## src/rtl/lfsr_seq_if.sv

```systemverilog
// Handshake bundle for lfsr_seq_engine: request/seed inputs, write mirror port
// and the playback valid/ready stream.
interface lfsr_seq_if #(
   parameter int DATA_W = 4,
   parameter int ADDR_W = 5
);
   logic              start;
   logic [ADDR_W:0]   length;
   logic              seed_load;
   logic [15:0]       seed;
   logic              play;
   logic              play_ready;
   logic              busy;
   logic              finish;
   logic              wr_en;
   logic [ADDR_W-1:0] wr_addr;
   logic [DATA_W-1:0] wr_data;
   logic              play_valid;
   logic [DATA_W-1:0] play_data;
   logic              play_done;
   logic              err;

   modport master (
      output start, length, seed_load, seed, play, play_ready,
      input  busy, finish, wr_en, wr_addr, wr_data, play_valid, play_data, play_done, err
   );

   modport slave (
      input  start, length, seed_load, seed, play, play_ready,
      output busy, finish, wr_en, wr_addr, wr_data, play_valid, play_data, play_done, err
   );
endinterface

```

## src/rtl/lfsr_seq_engine.sv

```systemverilog
// LFSR run generator: writes a run of LFSR samples into internal RAM (mirrored
// on an external write port) and replays the last completed run over valid/ready.
module lfsr_seq_engine #(
   parameter int          DATA_W    = 4,
   parameter int          ADDR_W    = 5,
   parameter logic [15:0] LFSR_SEED = 16'hBEEF
) (
   input logic       clk,
   input logic       rst,
   lfsr_seq_if.slave bus
);
   localparam int              DEPTH   = 2**ADDR_W;
   localparam logic [ADDR_W:0] DEPTH_L = (ADDR_W+1)'(DEPTH);

   localparam logic [2:0] S_IDLE  = 3'd0;
   localparam logic [2:0] S_GEN   = 3'd1;
   localparam logic [2:0] S_GDONE = 3'd2;
   localparam logic [2:0] S_PLAY  = 3'd3;
   localparam logic [2:0] S_PDONE = 3'd4;

   logic [2:0]        state;
   logic [15:0]       lfsr, lfsr_nxt;
   logic [ADDR_W:0]   run_len, stored_len;
   logic [ADDR_W-1:0] cnt, rd, rd_nxt, wr_idx;
   logic [DATA_W-1:0] ram [DEPTH];
   logic              len_ok, idle_start, last_wr, last_rd, gen_wr;

   assign lfsr_nxt   = {lfsr[14:0], lfsr[15] ^ lfsr[13] ^ lfsr[12] ^ lfsr[10]};
   assign len_ok     = (bus.length != '0) && (bus.length <= DEPTH_L);
   assign idle_start = (state == S_IDLE) && !bus.seed_load && bus.start && len_ok;
   // Exit on the compare against the entry currently on the port, so a full
   // DEPTH run never wraps back onto entry 0.
   assign last_wr    = ({1'b0, bus.wr_addr} == run_len - 1'b1);
   assign last_rd    = ({1'b0, rd} == stored_len - 1'b1);
   assign gen_wr     = idle_start || ((state == S_GEN) && !last_wr);
   assign wr_idx     = idle_start ? '0 : cnt;
   assign rd_nxt     = rd + 1'b1;

   always_ff @(posedge clk) begin
      if (gen_wr) ram[wr_idx] <= lfsr[DATA_W-1:0];
   end

   always_ff @(posedge clk) begin
      if (rst) begin
         state          <= S_IDLE;
         lfsr           <= LFSR_SEED;
         run_len        <= '0;
         stored_len     <= '0;
         cnt            <= '0;
         rd             <= '0;
         bus.busy       <= 1'b0;
         bus.finish     <= 1'b0;
         bus.wr_en      <= 1'b0;
         bus.wr_addr    <= '0;
         bus.wr_data    <= '0;
         bus.play_valid <= 1'b0;
         bus.play_data  <= '0;
         bus.play_done  <= 1'b0;
         bus.err        <= 1'b0;
      end else begin
         bus.finish    <= 1'b0;
         bus.play_done <= 1'b0;
         bus.err       <= 1'b0;
         bus.wr_en     <= gen_wr;
         // Outputs carry the pre-advance sample; the LFSR steps on the same edge.
         if (gen_wr) begin
            bus.wr_addr <= wr_idx;
            bus.wr_data <= lfsr[DATA_W-1:0];
            lfsr        <= lfsr_nxt;
            cnt         <= wr_idx + 1'b1;
         end
         case (state)
            S_IDLE: begin
               if (bus.seed_load) begin
                  lfsr <= (bus.seed == 16'h0) ? LFSR_SEED : bus.seed;
               end else if (bus.start) begin
                  if (len_ok) begin
                     run_len  <= bus.length;
                     bus.busy <= 1'b1;
                     state    <= S_GEN;
                  end else begin
                     bus.err <= 1'b1;
                  end
               end else if (bus.play) begin
                  if (stored_len == '0) begin
                     bus.err <= 1'b1;
                  end else begin
                     rd             <= '0;
                     bus.play_data  <= ram['0];
                     bus.play_valid <= 1'b1;
                     bus.busy       <= 1'b1;
                     state          <= S_PLAY;
                  end
               end
            end
            S_GEN: begin
               if (last_wr) begin
                  bus.finish <= 1'b1;
                  state      <= S_GDONE;
               end
            end
            S_GDONE: begin
               stored_len <= run_len;
               bus.busy   <= 1'b0;
               state      <= S_IDLE;
            end
            S_PLAY: begin
               if (bus.play_ready) begin
                  if (last_rd) begin
                     bus.play_valid <= 1'b0;
                     bus.play_done  <= 1'b1;
                     state          <= S_PDONE;
                  end else begin
                     rd            <= rd_nxt;
                     bus.play_data <= ram[rd_nxt];
                  end
               end
            end
            S_PDONE: begin
               bus.busy <= 1'b0;
               state    <= S_IDLE;
            end
            default: state <= S_IDLE;
         endcase
      end
   end
endmodule

```

## src/flat_wrapper.sv

```systemverilog
// flat-port wrapper written by rule: the top's interface ports become plain ports
module lfsr_seq_engine_flat 
#(
   parameter int          DATA_W    = 4,
   parameter int          ADDR_W    = 5,
   parameter logic [15:0] LFSR_SEED = 16'hBEEF
)
  (clk, rst, bus_start, bus_length, bus_seed_load, bus_seed, bus_play, bus_play_ready, bus_busy, bus_finish, bus_wr_en, bus_wr_addr, bus_wr_data, bus_play_valid, bus_play_data, bus_play_done, bus_err);
  lfsr_seq_if #(.DATA_W(DATA_W), .ADDR_W(ADDR_W)) bus_i ();
  input logic clk;
  input logic rst;
  input wire logic [$bits(bus_i.start)-1:0] bus_start;
  input wire logic [$bits(bus_i.length)-1:0] bus_length;
  input wire logic [$bits(bus_i.seed_load)-1:0] bus_seed_load;
  input wire logic [$bits(bus_i.seed)-1:0] bus_seed;
  input wire logic [$bits(bus_i.play)-1:0] bus_play;
  input wire logic [$bits(bus_i.play_ready)-1:0] bus_play_ready;
  output wire logic [$bits(bus_i.busy)-1:0] bus_busy;
  output wire logic [$bits(bus_i.finish)-1:0] bus_finish;
  output wire logic [$bits(bus_i.wr_en)-1:0] bus_wr_en;
  output wire logic [$bits(bus_i.wr_addr)-1:0] bus_wr_addr;
  output wire logic [$bits(bus_i.wr_data)-1:0] bus_wr_data;
  output wire logic [$bits(bus_i.play_valid)-1:0] bus_play_valid;
  output wire logic [$bits(bus_i.play_data)-1:0] bus_play_data;
  output wire logic [$bits(bus_i.play_done)-1:0] bus_play_done;
  output wire logic [$bits(bus_i.err)-1:0] bus_err;
  assign bus_i.start = bus_start;
  assign bus_i.length = bus_length;
  assign bus_i.seed_load = bus_seed_load;
  assign bus_i.seed = bus_seed;
  assign bus_i.play = bus_play;
  assign bus_i.play_ready = bus_play_ready;
  assign bus_busy = bus_i.busy;
  assign bus_finish = bus_i.finish;
  assign bus_wr_en = bus_i.wr_en;
  assign bus_wr_addr = bus_i.wr_addr;
  assign bus_wr_data = bus_i.wr_data;
  assign bus_play_valid = bus_i.play_valid;
  assign bus_play_data = bus_i.play_data;
  assign bus_play_done = bus_i.play_done;
  assign bus_err = bus_i.err;
  lfsr_seq_engine #(.DATA_W(DATA_W), .ADDR_W(ADDR_W), .LFSR_SEED(LFSR_SEED)) u_core (.clk(clk), .rst(rst), .bus(bus_i));
endmodule
```

## config.mk

```make
export PLATFORM = sky130hd
export DESIGN_NAME = lfsr_seq_engine_flat
export DESIGN_NICKNAME = d
export VERILOG_FILES = /design/src/rtl/lfsr_seq_if.sv /design/src/rtl/lfsr_seq_engine.sv /design/src/flat_wrapper.sv
export SDC_FILE = /design/constraint.sdc
export NUM_CORES = 1
export LEC_CHECK = 0
export BUFFER_PORTS_ARGS = -buffer_cell sky130_fd_sc_hd__buf_2
export CAP_MARGIN = 40
export CELL_PAD_IN_SITES_DETAIL_PLACEMENT = 1
export CELL_PAD_IN_SITES_GLOBAL_PLACEMENT = 2
export CORE_MARGIN = 1.5
export CORE_UTILIZATION = 44
export CTS_BUF_LIST = sky130_fd_sc_hd__clkbuf_8
export CTS_CLUSTER_SIZE = 25
export DETAILED_ROUTE_END_ITERATION = 6
export PLACE_DENSITY = 0.82
export REMOVE_ABC_BUFFERS = 1
export SYNTH_ARGS = -nofsm -noshare
export SYNTH_HDL_FRONTEND = slang
export SYNTH_SLANG_ARGS = --single-unit
```

## constraint.sdc

```tcl
create_clock -name clk -period 4.65 [get_ports clk]
set_input_delay 0.93 -clock clk [delete_from_list [all_inputs] [get_ports clk]]
set_output_delay 0.93 -clock clk [all_outputs]
set_load 0.01 [all_outputs]
```

# Word-level counts from Yosys, hierarchy flattened
# Memories as Yosys holds them, arrays and structs flattened.
# Index checks and enable logic that the tools add are counted.
# classes
n_addsub	4
magnitude_cmp	1
n_eq_ne	17
muxes	47
bitwise	8
n_reduce_logical	23
# ops
cell	n
$mux W16	4
$mux W5	7
$mux W3	8
$mux W4	6
$reduce_and A7 Y1	3
$mux W1	17
$logic_not A16 Y1	1
$eq A5 B6 Y1	2
$ne A2 B2 Y1 const B	6
$sub A6 B1 Y6 const B	2
$add A5 B1 Y5 const B	2
$pmux W5 S2	1
$pmux W3 S3	1
$pmux W4 S2	1
$eq A3 B2 Y1 const B	2
$le A6 B6 Y1 const B	1
$logic_not A6 Y1	1
$ne A3 B3 Y1 const B	2
$reduce_bool A6 Y1	1
$reduce_or A3 Y1	2
$logic_and A1 B1 Y1	5
$not A1 Y1	5
$reduce_and A5 Y1	1
$ne A2 B1 Y1 const B	2
other kinds (11)	17
# totals
reg_bits	60
mem_bits_rw	128
in_bits	28
output_inout_bits	19
word_cells	116
mem_count	1
# mem_list
memory	words	word_bits	rd	rd_clocked_by_memory_dff	write_ports	line_no	source
u_core.ram	32	4	2	0	1	lfsr_seq_engine.sv:25	logic [DATA_W-1:0] ram [DEPTH];

# Longest topological paths before layout
# depth
ltp_word	8
mapped_depth	12

# Worst setup path after synthesis
# No wires, ideal clock.
# synth_timing
path_kind	in2reg
start	input port bus_length[2]
end	memory u_core.ram[19][0] (enable)
setup_ns	0.377
arrival_ns	3.298
required_ns	4.273
slack_ns	0.975
stages	9
path_buffers	1
path_cell_list	or4_4 o2111a_1 nor2_1 clkbuf_1 nand2_1 inv_1 ha_1 nand2_1 nor4_1
# synth_between
word_cells_on_any_way	8
# synth_rtl
element	line_no	source
start: declaration	flat_wrapper.sv:13	input wire logic [$bits(bus_i.length)-1:0] bus_length;
$le A6 B6 Y1 / $reduce_bool A6 Y1 (equally long branches)	lfsr_seq_engine.sv:29	assign len_ok = (bus.length != '0) && (bus.length <= DEPTH_L);
$logic_and A1 B1 Y1 *	lfsr_seq_engine.sv:29	
$logic_and A1 B1 Y1 *	lfsr_seq_engine.sv:30	assign idle_start = (state == S_IDLE) && !bus.seed_load && bus.start && len_ok;
$mux W5 *	lfsr_seq_engine.sv:36	assign wr_idx = idle_start ? '0 : cnt;
net u_core.wr_idx[1]	lfsr_seq_engine.sv:24	logic [ADDR_W-1:0] cnt, rd, rd_nxt, wr_idx;
end: declaration	lfsr_seq_engine.sv:25	
# Mark *: on every way through the listed nets, which the timed path passes. The rest lies on a longest branch.

# Worst setup path after layout
# layout_timing
start	input port bus_length[2]
end	memory u_core.ram[19][3] (enable)
# Same word-level chain as after synthesis.

==> qor.txt <==
Initial core utilization -> 0.455
XOR/XNOR Fraction of Synth Area -> 0.0243
Worst-Margin Slew -> 880 ps
Met2 Use GR -> 0.336
Crit end category -> flop
GRT busiest layer -> met2
Share of layout cells above drive strength 1 -> 0.194
Crit path max fanout -> 6
ANT nets after route -> 0
Most common cell on crit path -> nand2_1
P per Cell Area -> 353 nW/um^2
Hold Path End -> u_core.bus.wr_data[3]
Post-CTS sizing -> 0
Synth Warn # -> 0
Clock slew at reported path FFs -> 100 ps
Hold depth -> 2
CTS Buf Count -> 17
Fill cell count -> 1864
Synthesized area -> 8280 um^2
Die Height -> 140 um
Total number of vias -> 5317
Core box area -> 18200 um^2
Drc violations -> 0
Avg Cell Area, Syn -> 12.7 um^2
Post-synth top area share -> 0.464
Slew HR -> 0.409
Largest net degree at the start of global routing -> 40
Crit-path slowest cell -> nor4_1
Hold path start -> u_core.bus.wr_data[3]
Reg2reg path depth -> 8
Commonest non-fill, non-tap cell in the layout -> edfxtp_1
Post-CTS setup buffers -> 0
IO buf count -> 46
Fraction of the mapped netlist area in compound gates -> 0.0748
CTS Hold Buffers Added -> 0
GRT Total Usage -> 0.212
Register-to-register setup slack -> 1500 ps
Post-Route WL -> 19500 um
Peak VDD IR -> 0.181 mV
Max Clock Skew -> 16.3 ps
Met1 usage -> 0.296
Chip width -> 140 um
Leakage -> 3.05 nW
Longest Clk Path Bufs -> 2
Post-synthesis sequential area ratio -> 0.609
CTS tree -> done
GPL Wtd Cong -> 0.842
Outcome -> completed
Top Ports -> 47
HP Class -> flop to flop
Reg-to-reg startpoint -> u_core.run_len[0]
Met3 usage -> 0.0390
Yosys cell types -> 57
Startpoint Class -> input pin
Fraction of registers with async set/reset -> 0
Rows -> 49
Max-slew violations -> 0
Maximum capacitance violations -> 0
Number of synthesized flops with an enable pin -> 128
Die area -> 19600 um^2
Yosys top cell by area -> edfxtp_1
Routed length per instance -> 21.0 um
Number of global-route vias before repair -> 5554
Vias per Instance -> 5.71
Area grow syn2layout -> 10.2%
Period utilization -> 0.717
Critical Path AT -> 3450 ps
Sum Neg Setup Slack -> 0 ps
# diodes -> 0
Largest cells by area after synthesis -> edfxtp_1 (46%), dfxtp_1 (15%), mux4_2 (8.7%), nor2_1 (3.7%), nand2_1 (3.1%)
Synth Flop Type -> edfxtp_1
Grt ovf -> 0
First-pass GRT wire length -> 31500 um
Simple-Gate Fraction of Synth Area -> 0.135
Worst setup path class -> input pin to flop
Post-synthesis adder-cell area fraction -> 0.0106
Initial antenna violation count -> 0
DPL Wire Length -> 13800 um
Synth Instances -> 650
Combinational family with the most area after synthesis -> simple AND/OR/NAND/NOR gates
Synth Register Bits -> 188
Final setup violation count -> 0
Reg-to-Reg End -> u_core.ram[23][3]
Clk_lat worst skew -> 480 ps
Starting DRT DRC Count -> 391
Worst Setup SP -> bus_length[2]
Nets -> 724
RSZ-0062 raised after global routing -> false
Fin. Hold Viols -> 0
Max incr delay on CP -> 670 ps
Mux cell area share after synthesis -> 0.119
CTS root buf -> clkbuf_8
# clock sinks -> 188
Crit-path cells -> buf_2 -> or4_4 -> o2111a_1 -> nor2_1 -> nand2_1 -> inv_1 -> ha_1 -> nand2_1 -> nor4_1
WHS -> 481 ps
DR pass1 iterations -> 5
Fin crit period -> 3330 ps
Max Clock Freq -> 300 MHz
Most frequent cells in the layout -> edfxtp_1 (128), nor2_1 (81), nand2_1 (68), dfxtp_1 (59), buf_2 (47)
Req. time, crit path -> 4760 ps
H-tree levels -> 4
where the power goes:
part,internal [mW],total [mW],switching [mW]
Clock,0.506,1.15,0.647
Combinational,0.0764,0.218,0.142
Sequential,1.83,1.85,0.0267
Total,2.41,3.22,0.816
worst max-delay path by stage:
stage / end / slack [ps] / cells past startpoint
floorplan: u_core.ram[19][0] / 500 / 8
global placement: u_core.ram[19][1] / 1030 / 8
detailed placement: u_core.ram[19][0] / 790 / 9
CTS: u_core.ram[19][2] / 1330 / 9
global route: u_core.ram[19][0] / 1160 / 9
finish: u_core.ram[19][3] / 1320 / 9
cell families after synthesis:
family / after synthesis
adders and majority gates: 7
xor gates and xnor gates: 23
and+or+nand+nor: 232
buffers and inverters: 48
DFF: 188
muxes: 58
AOI/OAI and AO/OA: 94
per-layer routing:
layer | up-vias | share of wire
met3 | 27 | 0.036
met1 | 2694 | 0.46
met5 | - | 0
met4 | 0 | 0.019
met2 | 107 | 0.48
li1 | 2489 | -
area by class of cell:
class                   count  area (um^2)  area share
clock inverters            15          195      0.0214
well taps                 229          287      0.0314
flip-flops and latches    188         5050       0.553
clock buffers              17          234      0.0256
inverters                  12         45.0     0.00494
multi-input cells         414         3010       0.330
repair buffers             56          303      0.0332
sequential cells by signal, summed over array words and instances (netlist names), 3 cells and up:
register / flops
u_core.cnt: 5
u_core.bus.play_data: 4
u_core.bus.wr_data: 4
u_core.lfsr: 16
u_core.bus.wr_addr: 5
u_core.run_len: 6
u_core.state: 3
u_core.ram: 128
u_core.rd: 5
u_core.stored_len: 6
synth_stat cells (2+ instances only):
library cell	n
or3_1	3
nor3_1	6
buf_2	8
o311ai_0	4
and3_1	2
clkbuf_1	21
nor3_2	2
o21ai_1	2
o2111ai_1	4
nand3_1	20
or4_4	2
o21ai_0	4
ha_1	7
a31oi_1	4
edfxtp_1	128
nor4_1	9
nor3b_1	5
nor4_4	2
inv_1	12
a21oi_1	45
mux4_2	32
o21a_1	2
buf_6	2
dfxtp_1	60
and2_1	7
nor2_1	81
buf_4	4
a32oi_1	2
nand4_1	2
mux2_2	2
nand2b_1	12
xnor2_1	14
a211oi_1	3
xor2_1	9
a311oi_1	5
nand2_1	68
nor2b_1	7
mux2i_1	24
o22ai_1	6
worst max-delay path: cells and delay by family:
family	cells	cell delay, ps
simple gates	5	1740
compound gates	1	300
fa+ha+maj	1	270
buf+inv	2	200
per-stage QoR:
| stage | setup slack, ps | area, um^2 | total power [mW] | util | instances |
|---|---|---|---|---|---|
| 2_1_floorplan | 502 | 8100 | 2.02 | - | 614 |
| 3_3_place_gp | 1030 | 8670 | 2.10 | 0.476 | 896 |
| 3_5_place_dp | 792 | 8690 | 2.11 | 0.477 | 899 |
| 4_1_cts | 1330 | 9120 | 3.24 | 0.501 | 931 |
| 5_1_grt | 1160 | 9120 | 3.34 | 0.501 | 931 |
| 6_report | 1320 | 9120 | 3.22 | 0.501 | 931 |
Note: power is estimated with default switching activity, not from simulation.
